==> src/rtl/led_shifter.sv <==
// LED pattern driver: steps a one-hot rotate/ping-pong pattern (or toggles all LEDs) once per rising edge
// of i_valid, with push-button mode select. Define LED_FLASH_EN to build in the FLASH mode on i_btn[3].
module led_shifter #(
    parameter int NB_LEDS = 4,
    parameter int NB_BTN  = 4
) (
    input  logic               clock,
    input  logic               i_reset,
    input  logic               i_valid,
    input  logic [NB_BTN-1:0]  i_btn,
    output logic [NB_LEDS-1:0] o_led,
    output logic [1:0]         o_mode
);

    typedef enum logic [1:0] {
        SHIFT_L   = 2'b00,
        SHIFT_R   = 2'b01,
        PING_PONG = 2'b10,
        FLASH     = 2'b11
    } mode_t;

`ifdef LED_FLASH_EN
    localparam int NB_MODES = 4;
`else
    localparam int NB_MODES = 3;
`endif
    localparam int NB_SEL = (NB_BTN < NB_MODES) ? NB_BTN : NB_MODES;

    localparam logic [NB_LEDS-1:0] LED_LSB = {{(NB_LEDS-1){1'b0}}, 1'b1};
    localparam logic [NB_LEDS-1:0] LED_MSB = {1'b1, {(NB_LEDS-1){1'b0}}};
    localparam logic DIR_L = 1'b0;
    localparam logic DIR_R = 1'b1;

    logic [NB_BTN-1:0]  btn_s1, btn_s2, btn_d, btn_rise;
    logic               valid_d, step;
    mode_t              mode_q, mode_n, sel_mode;
    logic               sel_hit;
    logic [NB_LEDS-1:0] led_q, led_n;
    logic               dir_q, dir_n;
    logic               led_onehot;
    logic               unused_rise;

    // i_valid is a level-type strobe with no ready: a step is taken only on its 0->1 transition,
    // so a level held high for many cycles produces exactly one step.
    assign step       = i_valid & ~valid_d;
    assign btn_rise   = btn_s2 & ~btn_d;
    assign unused_rise = ^btn_rise;
    assign led_onehot = (led_q != '0) && ((led_q & (led_q - LED_LSB)) == '0);

    function automatic logic [NB_LEDS-1:0] reload_led(input mode_t m);
        case (m)
            SHIFT_R: reload_led = LED_MSB;
`ifdef LED_FLASH_EN
            FLASH:   reload_led = '0;
`endif
            default: reload_led = LED_LSB;
        endcase
    endfunction

    // Scan from the top down so the lowest-index rising button wins.
    always_comb begin
        sel_hit  = 1'b0;
        sel_mode = SHIFT_L;
        for (int i = NB_SEL - 1; i >= 0; i--) begin
            if (btn_rise[i]) begin
                sel_hit  = 1'b1;
                sel_mode = mode_t'(i[1:0]);
            end
        end
    end

    always_ff @(posedge clock or negedge i_reset) begin
        if (!i_reset) begin
            btn_s1  <= '0;
            btn_s2  <= '0;
            btn_d   <= '0;
            valid_d <= 1'b0;
            mode_q  <= SHIFT_L;
            led_q   <= LED_LSB;
            dir_q   <= DIR_L;
        end else begin
            btn_s1  <= i_btn;
            btn_s2  <= btn_s1;
            btn_d   <= btn_s2;
            valid_d <= i_valid;
            mode_q  <= mode_n;
            led_q   <= led_n;
            dir_q   <= dir_n;
        end
    end

    always_comb begin
        mode_n = mode_q;
        led_n  = led_q;
        dir_n  = dir_q;
        if (sel_hit) begin
            // A reload takes priority; a step arriving in the same cycle is dropped.
            mode_n = sel_mode;
            led_n  = reload_led(sel_mode);
            if (sel_mode == SHIFT_L || sel_mode == PING_PONG) dir_n = DIR_L;
        end else if (step) begin
            case (mode_q)
                SHIFT_L: begin
                    if (!led_onehot) led_n = LED_LSB;
                    else             led_n = {led_q[NB_LEDS-2:0], led_q[NB_LEDS-1]};
                end
                SHIFT_R: begin
                    if (!led_onehot) led_n = LED_MSB;
                    else             led_n = {led_q[0], led_q[NB_LEDS-1:1]};
                end
                PING_PONG: begin
                    if (!led_onehot) begin
                        led_n = LED_LSB;
                        dir_n = DIR_L;
                    end else if (dir_q == DIR_L) begin
                        led_n = led_q << 1;
                        if (led_n[NB_LEDS-1]) dir_n = DIR_R;
                    end else begin
                        led_n = led_q >> 1;
                        if (led_n[0]) dir_n = DIR_L;
                    end
                end
`ifdef LED_FLASH_EN
                FLASH: led_n = ~led_q;
`endif
                default: ;
            endcase
        end
    end

    assign o_led  = led_q;
    assign o_mode = mode_q;

endmodule
==> config.mk <==
export PLATFORM = sky130hd
export DESIGN_NAME = led_shifter
export DESIGN_NICKNAME = d
export VERILOG_FILES = /design/src/rtl/led_shifter.sv
export SDC_FILE = /design/constraint.sdc
export NUM_CORES = 1
export LEC_CHECK = 0
export BUFFER_PORTS_ARGS = -buffer_cell sky130_fd_sc_hd__buf_2
export CELL_PAD_IN_SITES_DETAIL_PLACEMENT = 0
export CELL_PAD_IN_SITES_GLOBAL_PLACEMENT = 1
export CORE_MARGIN = 2
export CORE_UTILIZATION = 30
export DETAILED_ROUTE_END_ITERATION = 10
export PLACE_DENSITY = 0.59
export SLEW_MARGIN = 20
export SYNTH_ARGS = -nofsm -noshare
export SYNTH_HDL_FRONTEND = slang
export SYNTH_SLANG_ARGS = --single-unit
==> constraint.sdc <==
create_clock -name clock -period 2.1 [get_ports clock]
set_input_delay 0.42 -clock clock [delete_from_list [all_inputs] [get_ports clock]]
set_output_delay 0.42 -clock clock [all_outputs]
set_load 0.01 [all_outputs]
==> flow_summary.toml <==
[timing]
rsz0062_at_grt = "false"
fmax_mhz = 575.4
final.min_clock_period_ns = 1.738
finalSetupViolCount = 0
maxSlewHeadroom_pct = 68.67
tns_ns = 0
hold_viol = 0
worst_pin_slew_ns = 0.4580
fin_crit_sh_pct = 82.76
finalMaxSlewViolations = 0
fin_skew_ns = 0.004086

[power_and_ir_drop]
p_sw_share_pct = 30.44
seqPwrFrac_pct = 54.8
intPower_uw = 479.4
vdd_ir_drop_max_v = 0.0004490
combPwrFrac_pct = 18.9
switching_power_uw = 209.7
power.density_nw_per_um2 = 716.2
p_clk_share_pct = 26.3
leakage_uw = 0.0004220

[finish]
antenna_cells = 0
nNetsFinal = 108
syn_to_final_growth_pct = 11.61
final_util_pct = 35.19
fillCellCount = 292
final_layout_size_suffix_gt1_share_pct = 20.62

[grt]
grt_pass1_vias = 574
gr-total-overflow = 0
antenna_found_initial = 0
grt_pass1_wl_um = 2766
grt_usage_pct = 11.08
grt_max_degree = 18

[logic_synthesis]
synth-main-ff-cell = "dfrtp_1"
yosysSeqAreaShare_pct = 49.49
synth_seq_cells = 17
synth.most_common_cell = "dfrtp_1"
synth_area_leader_cell = "dfrtp_1"
yosysWarnings = 0
synth_cells = 85
synth_enable_flop_cells = 0
syn_area_per_cell_um2 = 10.14
syn_nets = 95
synth_common_cells = "16 x dfrtp_1, 7 x nand2b_1, 6 x o21ai_0"
async_reset_ff_share_pct = 100.0
synth_top_area_share_pct = 46.44
synthTopCellsByArea = "dfrtp_1 46%, nand2b_1 5.1%, ha_1 4.4%"
syn-cell-area_um2 = 862.1
synth_cell_types = 33

[critical_path]
crit_fanout = 5
arrival_ns = 1.98
critical_path_class = "register to register"
endpoint_kind = "register"
crit_required_ns = 2.34
startpoint_type = "register"

[clocking]
clockBufferDepth = 2
h-tree-depth = 1
path_clk_slew_ns = 0.11
numCtsBuffers = 3
cts_hold_buf = 0
cts.sinks = 17
cts.repair.resized = 0
cts-root-buf = "clkbuf_4"
cts_tree = "yes"
clkLatencyLatePin_ns = 0.29
post-cts-setup-buffers = 0

[route]
vias_per_cell = 5.172
vias = 662
wl_per_cell_um = 12.58
ant_nets = 0
drt-initial-drc-count = 21
routed_wl_um = 1610
drc = 0
dr.pass1.iters = 7

[die]
initial_core_util_pct = 31.53
die_h_um = 57.61
rows = 19
pin_count = 13
die_area_um2 = 3318
core_area_um2 = 2734
die-width_um = 57.61

[run]
cap_violations = 0

[placement]
hpwl_um = 1143
port-buffer-count = 11
place_congestion = 0.7293

[worst_hold_path]
hold_class = "input pin to async pin"

[run_status]
status = "finished clean"
## critical path, stage by stage (launching register included)
cell,delay [ns]
dfrtp_1,0.41
inv_1,0.10
ha_1,0.26
nand2b_1,0.11
a2111oi_0,0.50
nand3b_1,0.17
o211a_1,0.13
## power by group through the flow
stage | Sequential [uW] | Combinational (uW) | Clock [uW]
floorplan | 371 | 101 | 0
global placement | 384 | 132 | 0
detailed placement | 383 | 130 | 0
CTS | 377 | 131 | 192
global route | 382 | 149 | 206
finish | 378 | 130 | 181
## sequential cells by signal, summed over array words and instances (netlist names)
signal	flops
o_led	4
btn_d	3
btn_s1	3
btn_s2	3
o_mode	2
dir_q	1
valid_d	1
## final timing paths
kind	startpoint	endpoint	slack [ns]	cells past startpoint
max	o_mode[0]	o_led[3]	0.36	6
min	i_reset	btn_s1[2]	0.02	1
max reg2reg	o_mode[0]	o_led[3]	0.36	6
min reg2reg	btn_s1[0]	btn_s2[0]	0.36	0
max in group asynchronous	i_reset	o_led[0]	1.76	1
min in group clock	i_btn[0]	btn_s1[0]	0.22	1
## logic make-up after synthesis
family / Yosys count / share of synthesized area [%]
DFF: 17 / 49.49
AOI/OAI and AO/OA: 24 / 18.14
buffers and inverters: 7 / 4.933
xor gates and xnor gates: 2 / 2.032
and+or+nand+nor: 32 / 21.05
adders and majority gates: 3 / 4.355
## metrics by stage
step	area, um^2	std cells	worst slack, ns	hold slack [ns]	total power (uW)
global placement	932.1	124	0.3450	0.3324	516.4
global route	962.2	128	0.1461	0.02496	736.6
floorplan	862.1	85	0.4546	0.1244	472.7
CTS	962.2	128	0.3581	0.02267	700.2
finish	962.2	128	0.3620	0.02288	689.1
detailed placement	932.1	124	0.4093	0.3347	513.2
## metal layers
layer,up-vias,track usage (%),wire (um)
met5,-,0,0
met4,0,6.977,21
met3,2,2.041,46
met2,12,15.26,691
met1,316,15.88,851
li1,332,-,-
## layout make-up
| class | count | area, um^2 | share of cell area (%) |
|---|---|---|---|
| Inverter | 3 | 11.26 | 1.170 |
| Clock buffer | 3 | 22.52 | 2.341 |
| Timing Repair Buffer | 12 | 62.56 | 6.502 |
| Multi-Input combinational cell | 61 | 392.9 | 40.83 |
| Clock inverter | 1 | 7.507 | 0.7802 |
| Sequential cell | 17 | 426.7 | 44.34 |
| Tap cell | 31 | 38.79 | 4.031 |
## cells in the final DEF (no fill, tap or decap), drive strengths merged, types with 2 or more instances in the layout
cell type  count
xor2           2
inv            3
nand2          5
ha             3
nand3          2
buf           12
or3            2
a211oi         2
nand2b         7
nor4           2
o211a          2
nor2           5
dfrtp         16
nand3b         2
o21ai          7
clkbuf         3
a31oi          3
a21oi          5
No activity file was read; power rests on OpenSTA's default activity.
